==> config.mk <==
export PLATFORM = sky130hd
export DESIGN_NAME = uart_tx_dds_flat
export DESIGN_NICKNAME = d
export VERILOG_FILES = /design/src/rtl/uart_tx_dds_if.sv /design/src/rtl/uart_tx_dds.sv /design/src/flat_wrapper.sv
export SDC_FILE = /design/constraint.sdc
export NUM_CORES = 1
export LEC_CHECK = 0
export ABC_CLOCK_PERIOD_IN_PS = 4940
export CORE_MARGIN = 1.5
export CORE_UTILIZATION = 60
export DETAILED_ROUTE_END_ITERATION = 16
export MAX_ROUTING_LAYER = met4
export PLACE_DENSITY = 0.84
export SLEW_MARGIN = 20
export SYNTH_ARGS = -nofsm -noshare
export SYNTH_HDL_FRONTEND = slang
export SYNTH_SLANG_ARGS = --single-unit
==> constraint.sdc <==
create_clock -name clk -period 4.94 [get_ports clk]
set_input_delay 0.741 -clock clk [delete_from_list [all_inputs] [get_ports clk]]
set_output_delay 0.741 -clock clk [all_outputs]
set_load 0.005 [all_outputs]
==> src/rtl/uart_tx_dds_if.sv <==
// uart_tx_dds_if
//  Byte-stream handshake and serial-line bundle for the phase-accumulator UART
//  transmitter.
//  Signals:
//    phase_increment  baud control word (sampled when a frame is accepted)
//    tx_data          byte to send (sampled when a frame is accepted)
//    tx_valid         source has a byte
//    tx_ready         transmitter can accept a frame
//    tx               serial line, idle high
//    busy             frame in progress
//  Modports:
//    master  byte source: drives data/valid/increment, observes ready/line/busy
//    slave   transmitter: the opposite directions
interface uart_tx_dds_if #(
  parameter int PHASE_WIDTH = 32,
  parameter int DATA_BITS   = 8
);
  logic [PHASE_WIDTH-1:0] phase_increment;
  logic [DATA_BITS-1:0]   tx_data;
  logic                   tx_valid;
  logic                   tx_ready;
  logic                   tx;
  logic                   busy;

  modport master (
    output phase_increment, tx_data, tx_valid,
    input  tx_ready, tx, busy
  );

  modport slave (
    input  phase_increment, tx_data, tx_valid,
    output tx_ready, tx, busy
  );
endinterface

==> src/rtl/uart_tx_dds.sv <==
// uart_tx_dds
//  UART transmitter paced by a phase accumulator instead of a clock divider.
//  Each accepted byte goes out as: start bit, DATA_BITS data bits (LSB first),
//  an optional parity bit, then STOP_BITS stop bits.
//  Baud = f_clk * phase_increment / 2^PHASE_WIDTH; the carry out of the
//  accumulator is the bit-advance tick.
//  Ports:
//    clk  rising-edge clock
//    rst  synchronous, active-high reset
//    bus  uart_tx_dds_if.slave: phase_increment, tx_data, tx_valid in;
//         tx_ready, tx, busy out (all outputs registered)
module uart_tx_dds #(
  parameter int PHASE_WIDTH = 32,
  parameter int DATA_BITS   = 8,
  parameter int PARITY_EN   = 0,
  parameter int PARITY_ODD  = 0,
  parameter int STOP_BITS   = 1
) (
  input  logic           clk,
  input  logic           rst,
  uart_tx_dds_if.slave   bus
);

  localparam int CNT_W = $clog2(DATA_BITS);
  localparam logic [CNT_W-1:0] LAST_BIT  = CNT_W'(DATA_BITS - 1);
  localparam logic [1:0]       LAST_STOP = 2'(STOP_BITS - 1);

  typedef enum logic [2:0] {
    IDLE   = 3'd0,
    START  = 3'd1,
    DATA   = 3'd2,
    PARITY = 3'd3,
    STOP   = 3'd4
  } state_t;

  state_t                 state;
  logic [PHASE_WIDTH-1:0] acc;
  logic [PHASE_WIDTH-1:0] inc_lat;
  logic [DATA_BITS-1:0]   data_lat;
  logic [DATA_BITS-1:0]   shreg;
  logic [CNT_W-1:0]       bit_cnt;
  logic [1:0]             stop_cnt;
  logic                   tx_r;
  logic                   busy_r;
  logic                   ready_r;

  logic [PHASE_WIDTH:0]   acc_sum;
  logic                   baud_tick;
  logic                   accept;

  function automatic logic parity_bit(input logic [DATA_BITS-1:0] d);
    return (^d) ^ (PARITY_ODD != 0);
  endfunction

  // The accumulator is never cleared between bits, so the fractional
  // remainder carries into the next bit and the average bit length is exact.
  assign acc_sum   = {1'b0, acc} + {1'b0, inc_lat};
  assign baud_tick = acc_sum[PHASE_WIDTH];
  assign accept    = (state == IDLE) && ready_r && bus.tx_valid;

  assign bus.tx       = tx_r;
  assign bus.busy     = busy_r;
  assign bus.tx_ready = ready_r;

  // Frame payload: captured at acceptance, shifted one bit per data tick.
  // shreg[1] is the bit that goes on the line at the next data tick.
  always_ff @(posedge clk) begin
    if (accept) begin
      inc_lat  <= bus.phase_increment;
      data_lat <= bus.tx_data;
      shreg    <= bus.tx_data;
    end else if (state == DATA && baud_tick) begin
      shreg <= shreg >> 1;
    end
  end

  // Control FSM with registered line, busy and ready outputs.
  always_ff @(posedge clk) begin
    if (rst) begin
      state    <= IDLE;
      tx_r     <= 1'b1;
      busy_r   <= 1'b0;
      ready_r  <= 1'b0;
      acc      <= '0;
      bit_cnt  <= '0;
      stop_cnt <= '0;
    end else begin
      if (state != IDLE) begin
        acc <= acc_sum[PHASE_WIDTH-1:0];
      end
      case (state)
        IDLE: begin
          tx_r <= 1'b1;
          if (accept) begin
            acc     <= '0;
            tx_r    <= 1'b0;
            ready_r <= 1'b0;
            busy_r  <= 1'b1;
            state   <= START;
          end else begin
            ready_r <= 1'b1;
          end
        end
        START: begin
          if (baud_tick) begin
            state   <= DATA;
            tx_r    <= shreg[0];
            bit_cnt <= '0;
          end
        end
        DATA: begin
          if (baud_tick) begin
            if (bit_cnt == LAST_BIT) begin
              stop_cnt <= '0;
              if (PARITY_EN != 0) begin
                state <= PARITY;
                tx_r  <= parity_bit(data_lat);
              end else begin
                state <= STOP;
                tx_r  <= 1'b1;
              end
            end else begin
              bit_cnt <= bit_cnt + 1'b1;
              tx_r    <= shreg[1];
            end
          end
        end
        PARITY: begin
          if (baud_tick) begin
            state    <= STOP;
            tx_r     <= 1'b1;
            stop_cnt <= '0;
          end
        end
        STOP: begin
          tx_r <= 1'b1;
          if (baud_tick) begin
            if (stop_cnt == LAST_STOP) begin
              state   <= IDLE;
              busy_r  <= 1'b0;
              ready_r <= 1'b1;
            end else begin
              stop_cnt <= stop_cnt + 1'b1;
            end
          end
        end
        default: begin
          state   <= IDLE;
          tx_r    <= 1'b1;
          busy_r  <= 1'b0;
          ready_r <= 1'b0;
        end
      endcase
    end
  end

endmodule

==> src/flat_wrapper.sv <==
// flat-port wrapper written by rule: the top's interface ports become plain ports
module uart_tx_dds_flat 
#(
  parameter int PHASE_WIDTH = 32,
  parameter int DATA_BITS   = 8,
  parameter int PARITY_EN   = 0,
  parameter int PARITY_ODD  = 0,
  parameter int STOP_BITS   = 1
)
  (clk, rst, bus_phase_increment, bus_tx_data, bus_tx_valid, bus_tx_ready, bus_tx, bus_busy);
  uart_tx_dds_if #(.PHASE_WIDTH(PHASE_WIDTH), .DATA_BITS(DATA_BITS)) bus_i ();
  input  logic clk;
  input  logic rst;
  input wire logic [$bits(bus_i.phase_increment)-1:0] bus_phase_increment;
  input wire logic [$bits(bus_i.tx_data)-1:0] bus_tx_data;
  input wire logic [$bits(bus_i.tx_valid)-1:0] bus_tx_valid;
  output wire logic [$bits(bus_i.tx_ready)-1:0] bus_tx_ready;
  output wire logic [$bits(bus_i.tx)-1:0] bus_tx;
  output wire logic [$bits(bus_i.busy)-1:0] bus_busy;
  assign bus_i.phase_increment = bus_phase_increment;
  assign bus_i.tx_data = bus_tx_data;
  assign bus_i.tx_valid = bus_tx_valid;
  assign bus_tx_ready = bus_i.tx_ready;
  assign bus_tx = bus_i.tx;
  assign bus_busy = bus_i.busy;
  uart_tx_dds #(.PHASE_WIDTH(PHASE_WIDTH), .DATA_BITS(DATA_BITS), .PARITY_EN(PARITY_EN), .PARITY_ODD(PARITY_ODD), .STOP_BITS(STOP_BITS)) u_core (.clk(clk), .rst(rst), .bus(bus_i));
endmodule
==> results.cfg <==
[worst_hold_path]
whs_path_depth = 2
hold_path.class = register to register
hold_end = u_core.acc[30]$_SDFF_PP0_
worstHoldStart = u_core.acc[30]$_SDFF_PP0_

[clock_network]
clk_path_buf_depth = 2
htree_levels = 3
cts_hold_buf = 0
cts-resized-gates = 0
numCtsBuffers = 9
cts.clk_slew.worst_paths_ns = 0.08
clock-sinks = 83
post_cts_buffers = 0
clk_latency_ns = 0.36
cts_tree = done
cts_root_buffer = clkbuf_8

[detailed_routing]
dr.first_iter.drc_count = 266
wl_per_cell_um = 17.0
ant_nets = 0
drc_errors = 0
dr.pass1.iters = 5
vias_per_cell = 6.23
vias = 3780
routed_wl_um = 10300

[logic_synthesis]
synth_cell_type_count = 62
syn_area_per_cell_um2 = 10.0
yosys.area_share.simple_pct = 14.5
synth_edf_count = 40
ys.flop_type = dfxtp_1
syn_area_mm2 = 0.00467
postSynthCellCount = 465
syn-num-nets = 544
ys_ff_latch = 83
ys_seq_area_share_pct = 44.2
synth_top_family_by_area = compound AO/OA/AOI/OAI gates
synth_mux_area_share_pct = 2.33
synthAdderAreaFrac_pct = 9.81
synth-compound-area-share_pct = 22.3
yosys_warnings = 0
synth-xor-area-share_pct = 4.50
ys_async_sr_fraction_pct = 0

[place]
place_ws_ns = 1.87
dp.cells = 591
portBuffers = 45
gp_congestion = 0.920
hpwl_um = 7310

[timing]
hold_ws_ns = 0.464
max_slew_margin_pct = 33.8
fin_crit_sh_pct = 63.4
setup_viol = 0
grt_setup_unrepaired = false
hold_violations = 0
final_max_slew_viol_count = 0
tightest_slew_ns = 0.989
setup_tns_ns = 0
layout_min_cycle_time_ns = 3.13
fmax_ghz = 0.320
worst_slack_ns = 1.81
skew_ns = 0.00934

[pwr]
seqPwrFrac_pct = 48.4
p_switching_w = 0.000456
sw_frac_of_total_pct = 28.1
p_leak_nw = 2.13
power.clock.fraction_pct = 32.2
internal_power_w = 0.00117
p_comb_share_pct = 19.4
p_per_area_mw_per_mm2 = 301
ir_drop_uv = 189

[worst_setup_path]
r2r_setup_slack_ns = 1.81
critPathMaxFanout = 10
cp_common_cell = nor2_2
crit_type = register to register
worstPathCellList = ha_1, fa_1, a211oi_2, nor2_2, o2111ai_2, a31oi_2, o41ai_4, nor2_2, a21o_1
crit_arrival_ns = 3.21
critPathCaptureType = register
r2r-end = u_core.shreg[6]$_DFFE_PP_
slowest_stage = o41ai_4
rr_worst_depth = 9
crit_path_max_incr_delay_ns = 0.61
required_ns = 5.02
worstReg2RegStart = u_core.inc_lat[0]$_DFFE_PP_
path_buf_inv = 0
critPathTopFamily = compound AO/OA/AOI/OAI gates
start_kind = register

[outcome]
outcome = completed

[layout]
drive_above_1_share_pct = 8.27
fillerInstances = 559
seq_area_mm2 = 0.00206
area.growth.synth_to_final_pct = 15.7
antenna_cells = 0
multi_input_area_mm2 = 0.00251
stdcell_count = 607
nets = 582

[die]
core_area_mm2 = 0.00737
die_area_mm2 = 0.00832
die_h_um = 91.2
start_util_pct = 63.3
rows = 31
io_pins = 46
die_x_um = 91.2

[grt]
antenna_found_initial = 0
gr-usage-all-layers_pct = 26.7
grt_max_degree = 30
grt_pass1_wl_um = 17200
overflow = 0
grt_pass1_vias = 3569

[job]
drv_cap = 0
worst max path at each step:
stage	from	cells after the start	slack [ns]	endpoint
finish	u_core.inc_lat[0]$_DFFE_PP_	9	1.81	u_core.shreg[6]$_DFFE_PP_
global route	u_core.inc_lat[0]$_DFFE_PP_	9	1.66	u_core.shreg[6]$_DFFE_PP_
CTS	u_core.inc_lat[0]$_DFFE_PP_	9	1.86	u_core.shreg[6]$_DFFE_PP_
detailed placement	u_core.inc_lat[0]$_DFFE_PP_	9	1.87	u_core.shreg[1]$_DFFE_PP_
global placement	bus_tx_valid	4	1.97	u_core.shreg[1]$_DFFE_PP_
floorplan	bus_tx_valid	4	2.07	u_core.shreg[2]$_DFFE_PP_
worst register-to-register path, stage by stage, from the launching register on:
cell and delay [ns]:
edfxtp_1 0.38, ha_1 0.25, fa_1 0.44, a211oi_2 0.23, nor2_2 0.11, o2111ai_2 0.23, a31oi_2 0.16, o41ai_4 0.61
nor2_2 0.13, a21o_1 0.31
per-stage QoR:
step	cell area (µm²)	power (W)	utilization (%)
2_1_floorplan	4670	0.00102	-
3_3_place_gp	5190	0.00110	70.4
3_5_place_dp	5190	0.00111	70.4
4_1_cts	5400	0.00162	73.2
5_1_grt	5400	0.00169	73.2
6_report	5400	0.00162	73.2
layout make-up:
type / count / area share, %
timing repair buffer: 47 / 8.62
clock inverter: 5 / 1.09
sequential: 83 / 38.2
clock buffer: 11 / 2.80
tap: 99 / 2.29
inverter: 8 / 0.556
multi-input combinational: 354 / 46.4
kinds of logic after synthesis:
kind of cell / Yosys count
AO/OA/AOI/OAI: 148
XOR/XNOR: 24
adder cells (fa/ha/maj): 36
buffers and inverters: 28
flip-flops: 83
multiplexers: 10
AND/OR/NAND/NOR: 136
power groups by stage:
stage	Clock (W)	Combinational, W	Sequential, W
finish	0.000523	0.000315	0.000786
global route	0.000554	0.000348	0.000789
CTS	0.000526	0.000312	0.000785
detailed placement	0	0.000309	0.000801
global placement	0	0.000299	0.000799
floorplan	0	0.000222	0.000794
Yosys cell counts (all sizes together) (8+ instances only):
master,number,area (µm²)
dfxtp,43,861
edfxtp,40,1200
nand2,39,146
a21oi,35,183
ha,35,438
o21ai,32,160
nor2,30,118
nand3,19,95.1
a21o,17,128
clkbuf,15,56.3
xor2,14,123
a31oi,13,87.6
xnor2,10,87.6
a211oi,9,82.6
nor3,9,45.0
inv,8,30.0
flip-flops by register name, summed over array words and instances, names as in the netlist:
signal,flops
u_core.state,3
u_core.shreg,8
u_core.bus.tx_ready,1
u_core.bus.tx,1
u_core.inc_lat,32
u_core.bit_cnt,3
u_core.acc,32
u_core.bus.busy,1
u_core.stop_cnt,2
cells in the final DEF, fill, tap and decap left out, drive strengths merged, types with 9 or more instances in the layout:
cell           instances
nor2                  30
nor3                   9
nand3                 19
clkdlybuf4s50         45
xnor2                 10
inv                   10
a21oi                 35
edfxtp                40
o21ai                 32
a21o                  17
ha                    35
xor2                  14
a211oi                 9
a31oi                 13
clkbuf                11
nand2                 39
dfxtp                 43
layer usage:
| layer | part of all wire (%) | vias up | GRT usage [%] |
|---|---|---|---|
| met2 | 49 | 124 | 44.2 |
| met1 | 42 | 1796 | 33.1 |
| li1 | - | 1838 | - |
| met4 | 2.3 | 0 | 8.59 |
| met3 | 6.1 | 22 | 4.94 |
| met5 | 0 | - | - |
Note: power is estimated with default switching activity, not from simulation.
